**src/rtl/stream_rr_arbiter.sv**
```systemverilog
// Round-robin arbiter merging N_REQUESTERS valid/ready input streams into one
// registered output stream. The requester after the last grant has priority,
// wrapping around. A word entering the output register appears one cycle after
// its input transfer. The register reloads in the same cycle it drains, so the
// block sustains one word per cycle.
module stream_rr_arbiter #(
  parameter int N_REQUESTERS = 4,
  parameter int DATA_WIDTH   = 8
) (
  input  logic                                 clk,
  input  logic                                 rst,
  input  logic [N_REQUESTERS-1:0]              in_valid,
  input  logic [N_REQUESTERS*DATA_WIDTH-1:0]   in_data,
  output logic [N_REQUESTERS-1:0]              in_ready,
  output logic                                 out_valid,
  output logic [DATA_WIDTH-1:0]                out_data,
  output logic [$clog2(N_REQUESTERS)-1:0]      out_source,
  input  logic                                 out_ready
);

  localparam int SW = $clog2(N_REQUESTERS);
  localparam logic [SW-1:0] LAST_IDX = SW'(N_REQUESTERS - 1);

  logic [SW-1:0]                               last_grant;
  logic [SW-1:0]                               cand;
  logic                                        found;
  logic                                        free;
  logic [N_REQUESTERS-1:0][DATA_WIDTH-1:0]     words;

  // View the flat input bus as one word per requester.
  assign words = in_data;

  // The output register can accept a word when it is empty or draining now.
  assign free = !out_valid || out_ready;

  // Candidate search. First pass: the lowest valid index, which is the
  // wrap-around fallback. Second pass: the lowest valid index above
  // last_grant, which overrides the fallback when one exists.
  always_comb begin
    cand  = '0;
    found = 1'b0;
    for (int i = N_REQUESTERS - 1; i >= 0; i--) begin
      if (in_valid[i]) begin
        found = 1'b1;
        cand  = SW'(i);
      end
    end
    for (int i = N_REQUESTERS - 1; i >= 0; i--) begin
      if (in_valid[i] && (SW'(i) > last_grant)) cand = SW'(i);
    end
  end

  // Grant only the candidate, only when the register is free, never in reset.
  always_comb begin
    in_ready = '0;
    if (!rst && found && free) in_ready[cand] = 1'b1;
  end

  // Output register and grant pointer. A grant loads the register. A free
  // register with no grant empties, and its data and source hold.
  always_ff @(posedge clk) begin
    if (rst) begin
      out_valid  <= 1'b0;
      out_data   <= '0;
      out_source <= '0;
      last_grant <= LAST_IDX;
    end else if (free) begin
      if (found) begin
        out_valid  <= 1'b1;
        out_data   <= words[cand];
        out_source <= cand;
        last_grant <= cand;
      end else begin
        out_valid  <= 1'b0;
      end
    end
  end

endmodule

```
**config.mk**
```make
export PLATFORM = sky130hd
export DESIGN_NAME = stream_rr_arbiter
export DESIGN_NICKNAME = d
export VERILOG_FILES = /design/src/rtl/stream_rr_arbiter.sv
export SDC_FILE = /design/constraint.sdc
export NUM_CORES = 1
export LEC_CHECK = 0
export CAP_MARGIN = 10
export CORE_MARGIN = 2
export CORE_UTILIZATION = 38
export CTS_CLUSTER_DIAMETER = 30
export DETAILED_ROUTE_END_ITERATION = 16
export PLACE_DENSITY = 0.8
export SLEW_MARGIN = 20
export SYNTH_ARGS = -nofsm -noshare
export SYNTH_HDL_FRONTEND = slang
export SYNTH_SLANG_ARGS = --single-unit
```
**constraint.sdc**
```tcl
create_clock -name clk -period 1.75 [get_ports clk]
set_input_delay 0.175 -clock clk [delete_from_list [all_inputs] [get_ports clk]]
set_output_delay 0.175 -clock clk [all_outputs]
set_load 0.01 [all_outputs]
```
==> impl_metrics.yaml <==
synthesis:
  synth_nets: 155
  synth_top_cell_by_area: "dfxtp_1"
  synth.cell_area_sq_um: 943
  synth_top_area_share: 0.276
  synth_seq_cells: 13
  synthDistinctLibCells: 31
  avgSynthCellArea_sq_um: 8.13
  ys_seq_area_frac: 0.276
  yosys_warnings: 0
  syn-instance-count: 116
  synthTopCellsByArea: "dfxtp_1 28%, a32oi_1 7.4%, o21bai_1 7.2%"
grt:
  grt_overflow: 0
  grtUsageTotal: 0.247
  grt_max_degree: 12
  grt_pass1_wl_um: 5180
  grt_pass1_vias: 1220
  antenna_found_initial: 0
place:
  placed_cell_area_sq_mm: 0.00166
  dpl.cell_count: 216
  io_buffers: 53
  hpwl_um: 2650
  dp_slack_ps: -439
  place_congestion: 0.856
worst_setup_path:
  crit_type: "register to output port"
  r2r_slack_ps: 320
  reg2regPathDepth: 6
  worst_setup_path_start_kind: "register"
  r2r_start: "last_grant[0]"
  timing.rr.end: "out_data[6]"
  crit_fanout: 5
  cp_data_required_time_ps: 1570
  critPathCaptureType: "output port"
  worst_ep_arrival_time_ps: 1460
timing:
  tightest_slew_ps: 276
  fin_crit_sh: 0.937
  rsz0062_at_grt: "no"
  fin_worst_skew_ps: 2.76
  finalSetupViolCount: 0
  relSlewSlack: 0.815
  timing.fmax_ghz: 0.610
  fin_crit_ps: 1640
  setup_ws_ps: 110
  slew_violations: 0
  hold_viol_final: 0
routing:
  vias: 1229
  drtIter0Drc: 39
  vias_per_cell: 5.56
  route.detailed.drc: 0
  wl_um: 3420
  postRouteAntennaNets: 0
  wl_per_cell_um: 15.5
  dr.pass1.iters: 4
floorplanning:
  die_x_um: 53.8
  ios: 54
  initial_core_util: 0.391
  rows: 18
  dieHeight_um: 53.8
  core-area_sq_mm: 0.00241
  dieArea_sq_mm: 0.00290
clocking:
  htreeDepth: 1
  hold_buffers: 0
  ctsLongestPathBuffers: 2
  numCtsBuffers: 3
  path_clk_slew_ps: 80
  cts_tree: "built"
  clk_latency_ps: 280
  clockRootBuffer: "clkbuf_4"
  cts_num_sinks: 13
run:
  max_cap_violations: 0
hold_path:
  whs_endpoint: "out_source[1]"
  hold_start: "out_source[1]"
  min_path_type: "register to register"
  worstHoldPathCells: 2
final_layout:
  diodes: 0
  fin_nets: 231
  area_delta_synth_final_pct: 79.4
  drive_gt1_frac: 0.246
  fin_cells: 221
  fin_area_sq_mm: 0.00169
pwr:
  cellPowerDensity_mw_per_mm2: 580
  peakVddDrop_uv: 481
  p_leak_uw: 0.000687
status:
  status: "completed"
==> state kept, by name, indices dropped and copies added (netlist names) <==
| register | cells |
|---|---|
| last_grant | 2 |
| out_data | 8 |
| out_source | 2 |
| out_valid | 1 |
==> area by class of cell <==
type	count	area, sq um
fill	205	717
timing repair buffer	80	708
multi-input combinational	91	644
sequential	13	265
tap	30	37.5
clock buffer	4	26.3
inverter	3	11.3
==> metal layers <==
metal,vias to the layer above,track usage,wire (um)
li1,587,-,-
met1,591,0.266,1360
met2,47,0.486,1810
met3,4,0.0583,224
met4,0,0.0342,28
met5,-,0,0
==> what timing repair did <==
action                     4_1_cts  5_1_grt
resized for setup               20        7
setup endpoints to repair        4        4
pin swaps                        0        1
buffers inserted                 1        0
==> placed cells by master (no fill, tap or decap) <==
master,instances
a2111o_1,1
a211o_1,1
a21boi_2,1
a21o_4,1
a21oi_1,13
a21oi_2,1
a31oi_1,8
a32oi_1,8
and2_1,8
and2b_1,1
and2b_4,1
and3_1,1
buf_2,3
buf_4,27
clkbuf_1,1
clkbuf_2,1
clkbuf_4,3
clkdlybuf4s50_1,45
dfxtp_1,11
dfxtp_2,1
dfxtp_4,1
dlygate4sd2_1,4
inv_1,3
nand2_1,5
nand2b_1,4
nand3_1,1
nor2_1,5
nor3_1,3
nor3_2,1
nor3b_1,1
nor4_4,1
o211a_1,1
o21ai_0,10
o21bai_1,9
o311ai_4,2
or2_2,1
or3_4,2
==> metrics by stage <==
stage,utilization,total power [uW],hold WS (ps),TNS (ps)
floorplan,-,548,341,0
global placement,0.689,787,446,-2270
detailed placement,0.689,798,469,-2970
CTS,0.709,986,479,0
global route,0.702,1030,493,0
finish,0.702,982,471,0
==> logic make-up (layout without fill, tap and decap cells) <==
kind of cell    after synthesis  in the layout  synth area share
simple gates                 35             35             0.221
buf+inv                      12             87            0.0610
flops                        13             13             0.276
compound gates               56             56             0.442
==> report_power, final <==
group | total, uW | internal [uW] | switching, uW
clock network | 185 | 88.4 | 96.8
registers | 352 | 329 | 23.1
logic | 444 | 256 | 188
==> how the worst max path moves through the flow <==
stage | startpoint | to
after floorplan | last_grant[1] | in_ready[1]
after global placement | in_valid[2] | in_ready[0]
after detailed placement | in_valid[1] | in_ready[3]
after CTS | last_grant[0] | in_ready[1]
after global routing | last_grant[1] | in_ready[2]
final | last_grant[0] | in_ready[1]
==> critical path, stage by stage, from the launching register on <==
cell,delay [ps]
dfxtp_4,370
and2b_1,210
o311ai_4,240
nand2_1,90
nor3_1,120
buf_2,160
==> Yosys cell counts <==
master and instances:
buf_4 2, and3_1 1, nor3b_1 1, a21o_4 1, o21bai_1 9, and2_1 8
o211a_1 1, nand2b_1 4, buf_2 3, or3_1 2, a32oi_1 8, a211o_1 1
nor3_1 4, a21oi_2 1, nand2_1 5, clkbuf_2 1, and2b_4 1, nor4_4 1
a31oi_1 8, o21ai_0 10, o311ai_4 2, nand3_1 1, or2_2 1, a2111o_1 1
nor2_1 5, and2b_1 1, dfxtp_1 13, a21boi_1 1, clkbuf_1 3, a21oi_1 13
inv_1 3
No activity file was read; power rests on OpenSTA's default activity.
